<file path="config.mk">
export PLATFORM = sky130hd
export DESIGN_NAME = on_off_spike_encoder
export DESIGN_NICKNAME = d
export VERILOG_FILES = /design/src/rtl/fp.sv /design/src/rtl/spike_pkg.sv /design/src/rtl/spike_event_fifo.sv /design/src/rtl/on_off_spike_encoder.sv
export SDC_FILE = /design/constraint.sdc
export NUM_CORES = 1
export LEC_CHECK = 0
export ABC_AREA = 1
export ABC_CLOCK_PERIOD_IN_PS = 22100
export CAP_MARGIN = 20
export CORE_ASPECT_RATIO = 0.75
export CORE_MARGIN = 2
export CORE_UTILIZATION = 45
export CTS_CLUSTER_SIZE = 20
export DETAILED_ROUTE_END_ITERATION = 10
export GPL_TIMING_DRIVEN = 0
export PLACE_DENSITY = 0.69
export REMOVE_ABC_BUFFERS = 1
export SKIP_CTS_REPAIR_TIMING = 1
export SYNTH_ARGS = -nofsm -noshare
export SYNTH_HDL_FRONTEND = slang
export SYNTH_SLANG_ARGS = --single-unit
</file>
<file path="constraint.sdc">
create_clock -name clk -period 22.1 [get_ports clk]
set_input_delay 6.63 -clock clk [delete_from_list [all_inputs] [get_ports clk]]
set_output_delay 6.63 -clock clk [all_outputs]
set_load 0.02 [all_outputs]
</file>
<file path="src/rtl/fp.sv">
// Fixed-point word definition shared by the signal-processing blocks.
//   WORD_LENGTH : width of one signed two's-complement sample
//   fpType      : signed sample type
package fp;
    localparam int WORD_LENGTH = 16;
    typedef logic signed [WORD_LENGTH-1:0] fpType;
endpackage

</file>
<file path="src/rtl/spike_pkg.sv">
// Types shared by the spike encoder and its event FIFO.
//   ADDRESS_WIDTH : width of a spike address on the shared bus
//   spike_event_t : one queued event (address + ON/OFF polarity)
//   enc_state_e   : encoder FSM states
package spike_pkg;
    localparam int ADDRESS_WIDTH = 8;

    typedef struct packed {
        logic [ADDRESS_WIDTH-1:0] address;
        logic                     on_off;
    } spike_event_t;

    typedef enum logic {
        ST_IDLE    = 1'b0,
        ST_COMPARE = 1'b1
    } enc_state_e;
endpackage

</file>
<file path="src/rtl/spike_event_fifo.sv">
// Synchronous FIFO of spike events with a registered read port.
// Ports:
//   clk, reset      : clock, asynchronous active-high reset
//   push, push_data : write one event (caller never pushes into a full FIFO
//                     unless it pops in the same cycle)
//   pop             : request to move one event onto the read port
//   full, empty     : occupancy flags
//   rd_valid        : read port holds a freshly popped event this cycle
//   rd_data         : last popped event (holds when rd_valid is low)
// A push into an empty FIFO while pop is requested bypasses the storage and
// lands on the read port directly, giving one-cycle fall-through.
module spike_event_fifo
    import spike_pkg::*;
#(
    parameter int DEPTH = 8
) (
    input  logic         clk,
    input  logic         reset,
    input  logic         push,
    input  spike_event_t push_data,
    input  logic         pop,
    output logic         full,
    output logic         empty,
    output logic         rd_valid,
    output spike_event_t rd_data
);
    localparam int AW = (DEPTH > 1) ? $clog2(DEPTH) : 1;
    localparam logic [AW:0] DEPTH_CNT = (AW+1)'(DEPTH);

    spike_event_t mem_q [DEPTH];
    logic [AW-1:0] wr_ptr_q, wr_ptr_d;
    logic [AW-1:0] rd_ptr_q, rd_ptr_d;
    logic [AW:0]   count_q, count_d;
    logic          rd_valid_q, rd_valid_d;
    spike_event_t  rd_data_q, rd_data_d;
    logic          wr_en, rd_en, load;

    assign full     = (count_q == DEPTH_CNT);
    assign empty    = (count_q == '0);
    assign rd_valid = rd_valid_q;
    assign rd_data  = rd_data_q;

    always_comb begin
        // Bypassed events never touch the storage.
        wr_en      = push && !(empty && pop);
        rd_en      = pop && !empty;
        load       = pop && (!empty || push);
        rd_valid_d = load;
        rd_data_d  = rd_data_q;
        if (load) begin
            rd_data_d = empty ? push_data : mem_q[rd_ptr_q];
        end
        wr_ptr_d = wr_en ? wr_ptr_q + 1'b1 : wr_ptr_q;
        rd_ptr_d = rd_en ? rd_ptr_q + 1'b1 : rd_ptr_q;
        case ({wr_en, rd_en})
            2'b10:   count_d = count_q + 1'b1;
            2'b01:   count_d = count_q - 1'b1;
            default: count_d = count_q;
        endcase
    end

    always_ff @(posedge clk) begin
        if (wr_en) begin
            mem_q[wr_ptr_q] <= push_data;
        end
    end

    always_ff @(posedge clk or posedge reset) begin
        if (reset) begin
            wr_ptr_q   <= '0;
            rd_ptr_q   <= '0;
            count_q    <= '0;
            rd_valid_q <= 1'b0;
            rd_data_q  <= '0;
        end else begin
            wr_ptr_q   <= wr_ptr_d;
            rd_ptr_q   <= rd_ptr_d;
            count_q    <= count_d;
            rd_valid_q <= rd_valid_d;
            rd_data_q  <= rd_data_d;
        end
    end
endmodule

</file>
<file path="src/rtl/on_off_spike_encoder.sv">
// Delta-modulation ON/OFF spike encoder.
// Each channel keeps a reference level; a sample that sits at least one
// threshold step above (below) the reference emits an ON (OFF) event and
// moves the reference one step toward it, up to MAX_EVENTS_PER_SAMPLE
// events per sample. Events are queued and popped onto the spike bus on
// arbiter grants.
// Ports:
//   clk, reset          : clock, asynchronous active-high reset
//   sample_valid/ready  : sample handshake; transfer when both are high
//   sample_channel      : channel index of the sample
//   sample_value        : signed sample (fp::fpType)
//   delta               : threshold step, held stable while busy; <= 0 disables events
//   spike_grant         : arbiter allows one pop this cycle
//   spike_valid         : event on the bus this cycle
//   spike_address       : ADDRESS_BASE + channel (mod 256)
//   spike_on_off        : 1 = ON, 0 = OFF
//   fifo_overflow_stall : encoder is holding an event because the FIFO is full
module on_off_spike_encoder
    import spike_pkg::*;
#(
    parameter int NUM_CHANNELS          = 16,
    parameter int ADDRESS_BASE          = 0,
    parameter int MAX_EVENTS_PER_SAMPLE = 4,
    parameter int FIFO_DEPTH            = 8
) (
    input  logic                                     clk,
    input  logic                                     reset,
    input  logic                                     sample_valid,
    output logic                                     sample_ready,
    input  logic [((NUM_CHANNELS > 1) ? $clog2(NUM_CHANNELS) : 1)-1:0] sample_channel,
    input  logic [fp::WORD_LENGTH-1:0]               sample_value,
    input  logic [fp::WORD_LENGTH-1:0]               delta,
    input  logic                                     spike_grant,
    output logic                                     spike_valid,
    output logic [ADDRESS_WIDTH-1:0]                 spike_address,
    output logic                                     spike_on_off,
    output logic                                     fifo_overflow_stall
);
    localparam int CW   = (NUM_CHANNELS > 1) ? $clog2(NUM_CHANNELS) : 1;
    localparam int WL   = fp::WORD_LENGTH;
    localparam int CNTW = $clog2(MAX_EVENTS_PER_SAMPLE + 1);
    localparam logic [CNTW-1:0] MAX_CNT = CNTW'(MAX_EVENTS_PER_SAMPLE);

    enc_state_e     state_q, state_d;
    logic           ready_q, ready_d;
    logic [CW-1:0]  chan_q, chan_d;
    fp::fpType      value_q, value_d;
    fp::fpType      ref_q, ref_d;
    logic [CNTW-1:0] count_q, count_d;
    fp::fpType      refs_q [NUM_CHANNELS];

    logic           wb_en;
    fp::fpType      wb_ref;
    logic           push;
    logic           stall;
    spike_event_t   push_event;
    logic           fifo_full, fifo_empty;
    spike_event_t   rd_event;

    logic signed [WL:0] diff, neg_diff, diff_next, neg_diff_next, delta_x;
    fp::fpType          delta_s, ref_step;
    logic               delta_pos, ev_on, ev_off, more, push_ok;
    logic [CNTW-1:0]    count_inc;

    always_comb begin
        // Differences are taken one bit wider than a sample so they cannot wrap.
        delta_s       = fp::fpType'(delta);
        delta_x       = $signed({delta[WL-1], delta});
        delta_pos     = (delta_s > 0);
        diff          = $signed({value_q[WL-1], value_q}) - $signed({ref_q[WL-1], ref_q});
        neg_diff      = -diff;
        ev_on         = delta_pos && (diff >= delta_x);
        ev_off        = delta_pos && !ev_on && (neg_diff >= delta_x);
        // The reference only moves toward an in-range sample, so this cannot overflow.
        ref_step      = ev_on ? ref_q + delta_s : ref_q - delta_s;
        diff_next     = $signed({value_q[WL-1], value_q}) - $signed({ref_step[WL-1], ref_step});
        neg_diff_next = -diff_next;
        // Look one step ahead so the last event of a sample also returns to IDLE.
        more          = delta_pos && ((diff_next >= delta_x) || (neg_diff_next >= delta_x));
        count_inc     = count_q + 1'b1;
        // A full FIFO still accepts the push when a pop frees a slot this cycle.
        push_ok       = !fifo_full || spike_grant;

        state_d    = state_q;
        chan_d     = chan_q;
        value_d    = value_q;
        ref_d      = ref_q;
        count_d    = count_q;
        wb_en      = 1'b0;
        wb_ref     = ref_q;
        push       = 1'b0;
        stall      = 1'b0;
        push_event.address = 8'(ADDRESS_BASE) + 8'(chan_q);
        push_event.on_off  = ev_on;

        case (state_q)
            ST_IDLE: begin
                if (sample_valid && ready_q) begin
                    chan_d  = sample_channel;
                    value_d = fp::fpType'(sample_value);
                    ref_d   = refs_q[sample_channel];
                    count_d = '0;
                    state_d = ST_COMPARE;
                end
            end
            ST_COMPARE: begin
                if (ev_on || ev_off) begin
                    if (push_ok) begin
                        push    = 1'b1;
                        ref_d   = ref_step;
                        count_d = count_inc;
                        if ((count_inc == MAX_CNT) || !more) begin
                            wb_en   = 1'b1;
                            wb_ref  = ref_step;
                            state_d = ST_IDLE;
                        end
                    end else begin
                        stall = 1'b1;
                    end
                end else begin
                    wb_en   = 1'b1;
                    wb_ref  = ref_q;
                    state_d = ST_IDLE;
                end
            end
            default: state_d = ST_IDLE;
        endcase

        ready_d = (state_d == ST_IDLE);
    end

    always_ff @(posedge clk or posedge reset) begin
        if (reset) begin
            state_q <= ST_IDLE;
            ready_q <= 1'b0;
            chan_q  <= '0;
            value_q <= '0;
            ref_q   <= '0;
            count_q <= '0;
        end else begin
            state_q <= state_d;
            ready_q <= ready_d;
            chan_q  <= chan_d;
            value_q <= value_d;
            ref_q   <= ref_d;
            count_q <= count_d;
        end
    end

    always_ff @(posedge clk or posedge reset) begin
        if (reset) begin
            for (int i = 0; i < NUM_CHANNELS; i++) begin
                refs_q[i] <= '0;
            end
        end else if (wb_en) begin
            refs_q[chan_q] <= wb_ref;
        end
    end

    spike_event_fifo #(
        .DEPTH(FIFO_DEPTH)
    ) u_fifo (
        .clk      (clk),
        .reset    (reset),
        .push     (push),
        .push_data(push_event),
        .pop      (spike_grant),
        .full     (fifo_full),
        .empty    (fifo_empty),
        .rd_valid (spike_valid),
        .rd_data  (rd_event)
    );

    assign sample_ready        = ready_q;
    assign spike_address       = rd_event.address;
    assign spike_on_off        = rd_event.on_off;
    assign fifo_overflow_stall = stall;
endmodule

</file>
---- After elaboration in Yosys (flattened, before gate mapping) ----
Memory sizes are Yosys's and may differ from the RTL's.
Cells that the tools add are included.
cells by class
  add/sub/neg operators ................... 11
  $lt $le $gt $ge ......................... 8
  eq/ne operators ......................... 7
  muxes and demuxes ....................... 38
  bitwise gates (word level) .............. 4
  reduce and logical (&&, ||, !) cells .... 24
operator list
  operator             count
  $bwmux 256           1
  $mux 16              11
  $ge 17x16->1         4
  $bmux 16 s4          1
  $demux 16 s4         1
  $neg 17->17          2
  $sub 16x16->17       2
  $pmux 16 s2          1
  $add 16x16->16       1
  $gt 16x1->1 const B  1
  $mux 1               16
  $sub 16x16->16       1
  $ge 5x5->1 const B   2
  $logic_and 1x1->1    10
  $not 4->5            2
  $add 3x1->3 const B  3
  $mux 3               3
  $mux 9               1
  $pmux 4 s2           1
  $pmux 3 s2           1
  $logic_not 1->1      5
  $logic_or 1x1->1     5
  $lt 5x1->1 const B   1
  $add 4x1->4 const B  1
  13 further kinds     15
word-level totals
  bits in registers ....................... 317
  memory bits (writable) .................. 40
  input bits .............................. 40
  output and inout port bits .............. 12
  logic and storage cells ................. 121
  memories ................................ 1
memories
  memory        words  width  rd ports  clocked after memory_dff  write ports  RTL line                text
  u_fifo.mem_q  8      5      1         0                         1            spike_event_fifo.sv:30  spike_event_t mem_q [DEPTH];

---- Logic depth before layout (Yosys ltp) ----
  depth in word-level cells ............... 16
  depth in mapped cells ................... 66
  gate-level depth less buffers ........... 63

---- By module ----
Synthesis repeated with hierarchy kept, for this count alone.
unflattened totals
  cell total of the unflattened synthesis .. 3046
  area, all modules ....................... 23254.8 um^2
modules (own cells, without submodules)
  module                times used  cells an instance  area each (um^2)  seq. area each (um^2)
  on_off_spike_encoder  1           2684               19311.0           7432.1
  spike_event_fifo      1           362                3943.8            2662.6

---- Worst setup path after synthesis ----
No wires, ideal clock.
  path type ............................... input to output
  start point ............................. input delta[15] (netlist bit)
  end point ............................... output fifo_overflow_stall
  arrival ................................. 8.447 ns
  data required time ...................... 15.470 ns
  slack ................................... 7.023 ns
  cell stages on the path ................. 11
  cells stage by stage .................... inv_1 -> ha_1 -> a21oi_1 -> o21ai_1 -> a21oi_1 -> nand3_1 -> o21ai_1 -> nand3b_4 -> nand3_4 -> buf_2 -> nor2_1
between the ends
  word-level cells in the longest chain between the ends .. 8
  elaborated cells on any way between the ends .. 10
  those cells by class .................... order compare (3); mux (2); reduce/logical (5)
ends and longest elaborated chain
  item                                         RTL line                                                text
  from (decl)                                  on_off_spike_encoder.sv:32                              input logic [fp::WORD_LENGTH-1:0] delta,
  $ge 17x16->1 or $gt 16x1->1 (tied branches)  on_off_spike_encoder.sv:72, on_off_spike_encoder.sv:69
  $logic_and 1x1->1                            on_off_spike_encoder.sv:72                              ev_on = delta_pos && (diff >= delta_x);
  $logic_not 1->1                              on_off_spike_encoder.sv:73                              ev_off = delta_pos && !ev_on && (neg_diff >= delta_x);
  $logic_and 1x1->1 (2 in a row)               on_off_spike_encoder.sv:73
  $logic_or 1x1->1 (*)                         on_off_spike_encoder.sv:107                             if (ev_on || ev_off) begin
  $mux 1 (*)                                   on_off_spike_encoder.sv:107
  $mux 1 (*)                                   on_off_spike_encoder.sv:96                              case (state_q)
  to (decl)                                    on_off_spike_encoder.sv:37                              output logic fifo_overflow_stall
Every way passes the cells marked *; elsewhere a longest branch is shown, timed or not.

---- Worst setup path in the final report ----
  start point ............................. input delta[6] (netlist bit)
  end point ............................... output fifo_overflow_stall
Same word-level chain as after synthesis.

==> results.md <==
- Synth warnings: 0
- R2r endpoint: refs_q[70]
- Final setup fails: 0
- Largest area contributor in the netlist: dfrtp_1
- Max-slew violations: 0
- First-pass GRT wire length: 104000 um
- Initial antenna violation count: 0
- Final Hold Viols: 0
- Placed cell count: 3496
- Yosys cell types: 59
- CTS tree: yes
- Synth-to-Final Area Change: 9.65%
- DRT antenna net count: 0
- Final min period: 16.55 ns
- Flops & latches, synth: 353
- Number of global-route vias before repair: 18774
- Die Span X: 259 um
- Fmax: 60.4 MHz
- Fin cells: 3566
- Largest net degree at the start of global routing: 122
- CTS Buf Count: 38
- Nets: 3060
- CP Launch Point: delta[6]
- CP max FO: 19
- Hold Crit Start: refs_q[107]
- Placement Setup Slack: 5.48 ns
- CP max stage delay: 0.63 ns
- Critical Path Start Type: input pin
- Filler cell count: 4579
- Max H-tree Level: 2
- Type of destination of the critical path: output port
- Total grt overflow: 0
- Final wirelength: 66000 um
- Die area: 0.0504 mm^2
- Share of cells above drive strength 1: 0.0502
- Clock slew at reported path FFs: 0.05 ns
- Slowest CP cell: clkdlybuf4s50_1
- Post-Syn Instances: 2924
- Worst slew margin: 0.325
- DRT Pass-1 Iters: 5
- Core area: 0.0477 mm^2
- Synth Cell Area: 0.0219 mm^2
- HPWL after DPL: 44800 um
- Starting Density: 0.459
- N_diodes: 0
- Status: finished, final reports clean
- Final period util: 0.749
- Max-cap check violation count: 0
- Avg Vias per Cell: 5.57
- Root Buffer: clkbuf_16
- Final WS setup: 5.55 ns
- Crit Path Category: in -> out
- Initial detailed-routing violation count: 2169
- Sequential cell area fraction in the yosys report: 0.413
- Rows: 69
- Synth Flop Type: dfrtp_1
- Drt wl/cell: 18.5 um
- R2r setup slk: 10.27 ns
- Worst Hold Depth: 2
- Tightest Hold Check Type: reg -> reg
- Number of synthesized flops with an enable pin: 40
- Drc violations: 0
- Worst R2R Path Depth: 57
- Clk_skew: 0.0271 ns
- Top cell type's share of synthesized area: 0.358
- Clk buf depth: 3
- Worst path cell trace: clkdlybuf4s50_1, inv_1, ha_1, a21oi_1, nor2_1, nor3_1, nand2_1, nand2_1, nand3_1, o21ai_1, nand3b_4, nand3_4, nor2_1, clkdlybuf4s50_1
- Required time worst endpoint: 15.47 ns
- Syn_area_per_cell: 7.48 um^2
- Sum Neg Setup Slack: 0 ns
- CTS sink cnt: 353
- RSZ-0062 raised after global routing: no
- RD Place Congestion: 1.00
- Post-synth ARST share: 0.887
- CP delay by family, top: buffers and inverters
- Hold-critical path endpoint: refs_q[107]
- IO Port Bufs: 47
- # IOs: 52
- Gr usage total: 0.262
- Least-Margin Pin Slew: 1.00 ns
- FF+latch area: 0.00903 mm^2
- Vias: 19863
- Number of buffers and inverters on the critical path: 3
- Worst skew pair latency: 0.56 ns
- Reg2reg start: ref_q[0]
- Die Y: 195 um
- Arrival time of the worst setup path: 9.92 ns
- Synth area leaders: dfrtp_1, nand2_1, ha_1
- Multi-input logic area: 0.0112 mm^2
[cell usage in the layout (no fill, tap or decap), types with 4 or more instances in the layout]
cell type	netlist	routed
nor2_1	270	270
nand4_1	28	28
clkbuf_16	0	39
nand2_2	15	15
nand2_1	1093	1093
o21ai_0	229	229
nand3_1	94	94
ha_1	119	119
buf_16	0	4
nand3_2	9	9
dfrtp_1	313	312
xor2_1	51	51
o221ai_1	43	43
clkdlybuf4s50_1	0	44
conb_1	1	4
a21boi_0	6	6
o22ai_1	35	35
clkinv_2	0	4
inv_4	9	10
nor3_1	20	19
inv_1	229	227
nor4_1	5	5
clkbuf_8	0	9
nand3_4	10	10
xnor2_1	14	14
inv_2	8	8
bufinv_16	0	4
nand3b_1	5	5
o211ai_1	18	18
fa_1	4	4
edfxtp_1	40	40
a21oi_1	75	75
buf_12	1	4
o21ai_1	12	12
a21o_1	7	7
clkbuf_1	73	7
[synth_stat cells, drive strengths merged (22+ instances only)]
| cell type | instances |
|---|---|
| o22ai | 35 |
| nand4 | 29 |
| dfrtp | 313 |
| xor2 | 52 |
| clkbuf | 73 |
| a21oi | 77 |
| ha | 119 |
| buf | 54 |
| nand2 | 1110 |
| nor3 | 22 |
| nand3 | 113 |
| nor2 | 272 |
| o21ai | 241 |
| o221ai | 43 |
| edfxtp | 40 |
| inv | 246 |
[kinds of logic (layout without fill, tap and decap cells)]
logic type,count (synthesis),in the layout,synth area share
buf+inv,374,374,0.0763
flops,353,353,0.413
fa+ha+maj,123,123,0.0717
xor+xnor,67,67,0.0275
simple gates,1566,1566,0.296
compound gates,440,440,0.116
other cells,1,4,0.000171
[routing by layer]
metal / global-route usage / wire length (um)
met5: 0 / 0
met3: 0.0425 / 5720
met1: 0.389 / 30400
met4: 0.0766 / 1600
met2: 0.392 / 28300
[stage by stage]
step / area (um^2) / utilization / hold WS, ns
final: 24000 / 0.503 / 0.475
after global routing: 24000 / 0.503 / 0.490
after CTS: 24000 / 0.503 / 0.476
after detailed placement: 22700 / 0.475 / 0.460
after global placement: 22400 / 0.471 / 0.456
after floorplan: 21200 / - / 0.444
[flip-flops by register name (all words and copies together), names as in the netlist]
name / flops
refs_q: 256
u_fifo.mem_q: 40
ref_q: 16
value_q: 16
u_fifo.rd_data: 5
chan_q: 4
u_fifo.count_q: 4
count_q: 3
u_fifo.rd_ptr_q: 3
u_fifo.wr_ptr_q: 3
sample_ready: 1
state_q: 1
u_fifo.rd_valid: 1
[worst max-delay path by stage]
stage	to	slack, ns	cells after the start
floorplan	chan_q[0]	6.81	1
global placement	value_q[7]	3.02	2
detailed placement	refs_q[248]	5.48	49
CTS	fifo_overflow_stall	5.58	14
global route	refs_q[38]	5.18	49
finish	fifo_overflow_stall	5.55	14
[cell type report]
type,count,share of cell area
repair buffers,57,0.0280
clock inverters,15,0.00866
inverters,247,0.0400
flip-flops and latches,353,0.377
clock buffers,55,0.0469
well taps,639,0.0333
multi-input cells,2200,0.466
[worst register-to-register path, delay by kind of cell, from the launching register on]
| kind | cells | cell delay [ns] |
|---|---|---|
| AND/OR/NAND/NOR | 37 | 5.59 |
| adder cells (fa/ha/maj) | 6 | 2.18 |
| buffers and inverters | 6 | 1.63 |
| XOR/XNOR | 3 | 0.97 |
| AO/OA/AOI/OAI | 5 | 0.95 |
| flip-flops | 1 | 0.44 |
Power is not shown: default switching activity piles up to over one toggle a cycle in this logic, so the estimate is an artifact.
==> edit (config.mk and constraints unchanged) <==
`FIFO_DEPTH`: 8 -> 4.
--- a/src/rtl/on_off_spike_encoder.sv
+++ b/src/rtl/on_off_spike_encoder.sv
@@ -23,3 +23,3 @@
     parameter int MAX_EVENTS_PER_SAMPLE = 4,
-    parameter int FIFO_DEPTH            = 8
+    parameter int FIFO_DEPTH            = 4
 ) (
Formal check against the unedited RTL: no difference found for any inputs over 4 cycles, from zero or initial values and one cycle with reset high; that may be too few to reach the edited logic, so the function may still have changed.
==> edit against the unedited design <==
  * Register-to-register slack got worse by 170 ps
  * Global-route usage rose by 1.0 points
  * Fmax rose by 0.32%
  * Die area fell by 3.8%
  * Highest routed layer unchanged
  * Wire length fell by 0.65%
  * Worst setup slack improved by 53 ps
  * Design area fell by 4.2%
  * Critical path type unchanged
  * First-iteration DRC count rose by 17%
  * Core utilization fell by 0.39 points
  * Sequential cell count fell by 23
  * Clock skew fell by 16 ps
  * Area after synthesis fell by 3.9%
Power is left out: the tool's default activity adds up to more than one toggle a clock period on the data nets, which glitch-free logic cannot reach.
==> edit: results (changes against the unedited design) <==
status: "completed"
first_pass_iters: 7  # +2
num-nets-final: 2996  # -2.1%
pre_cts_slack_ps: 5620  # +141 ps
grt_pass1_vias: 18100  # -3.6%
crit_arrival_ps: 9870  # -50 ps
synthTopCellsByArea: "dfrtp_1 37%, nand2_1 20%, ha_1 7.0%"
yosysSeqAreaShare: 0.398  # -0.0153
synthAdderAreaFrac: 0.0740  # +0.00232
critPathMaxStageDelay_ps: 610  # -20 ps
seqCellArea_um2: 8360  # -7.5%
max_slew_margin: 0.282  # -0.0425
multi_input_area_um2: 11100  # -0.63%
synth_compound_gate_area_share: 0.114  # -0.00142
grtUsageTotal: 0.272  # +0.0101
cts_buffers: 34  # -11%
placed_area_um2: 21800  # -3.7%
multi_input_area_share: 0.484  # +0.0172
fill_cells: 4454  # -2.7%
synth-xor-area-share: 0.0283  # +0.000822
top_regs: "refs_q (256), u_fifo.mem_q (20)"
drt_iter0_drc: 2528  # +17%
buffer_area_frac: 0.0295  # +0.00154
dr_total_vias: 19600  # -1.4%
inv_count: 229  # -7.3%
die_w_um: 254  # -1.9%
grt_pass1_wl_mm: 102  # -2.1%
wirelength_mm: 65.6  # -0.65%
grt_max_degree: 131  # +7.4%
drive_above_1_share: 0.0462  # -0.00405
flops_and_latches: 330  # -6.5%
clkCellAreaFrac: 0.0511  # -0.00449
comb.multi_input.count: 2182  # -0.82%
netlist_top_cells_count: "1,130 x nand2_1, 310 x dfrtp_1, 238 x nor2_1, 223 x inv_1, 194 x o21ai_0"
-- edit: changes by cell type in the layout (fill, tap and decap cells not counted), moves of 10 or more --
cell | unedited run | this run
nand2_1 | 1093 | 1130
edfxtp_1 | 40 | 20
o21ai_0 | 229 | 194
a21oi_1 | 75 | 86
nor2_8 | 0 | 10
o22ai_1 | 35 | 21
nor2_1 | 270 | 238
nand3_4 | 10 | 0
-- edit: worst register-to-register path: cells and delay by family, from the launching register on --
| family | cells | cell delay [ps] |
|---|---|---|
| xor gates and xnor gates | 2 | 340 |
| AOI/OAI and AO/OA | 7 | 1770 |
| adders and majority gates | 6 | 2150 |
| buffers and inverters | 9 | 930 |
| and+or+nand+nor | 38 | 6440 |
| DFF | 1 | 330 |
-- edit: worst paths after layout --
path,start,end,slack (ps),cells after the start
max reg2reg,value_q[0]$_DFFE_PP0P_,refs_q[63]$_DFFE_PP0P_,10100,62
max,delta[15],fifo_overflow_stall,5600,14
min reg2reg,refs_q[106]$_DFFE_PP0P_,refs_q[106]$_DFFE_PP0P_,470,2
max in group asynchronous,reset,refs_q[76]$_DFFE_PP0P_,14000,4
min,refs_q[106]$_DFFE_PP0P_,refs_q[106]$_DFFE_PP0P_,470,2
min in group asynchronous,reset,refs_q[149]$_DFFE_PP0P_,6550,2
-- edit: layer usage --
layer,vias up,track usage,share of wire
met5,-,0,0
met4,0,0.0724,0.023
met3,104,0.0682,0.11
met2,913,0.394,0.41
met1,9367,0.402,0.45
li1,9193,-,-
-- edit: metrics by stage --
stage	std cells	hold WS, ps
after detailed placement	3428	453
after floorplan	2741	437
after global placement	3418	448
after global routing	3489	486
final	3489	466
after CTS	3489	468
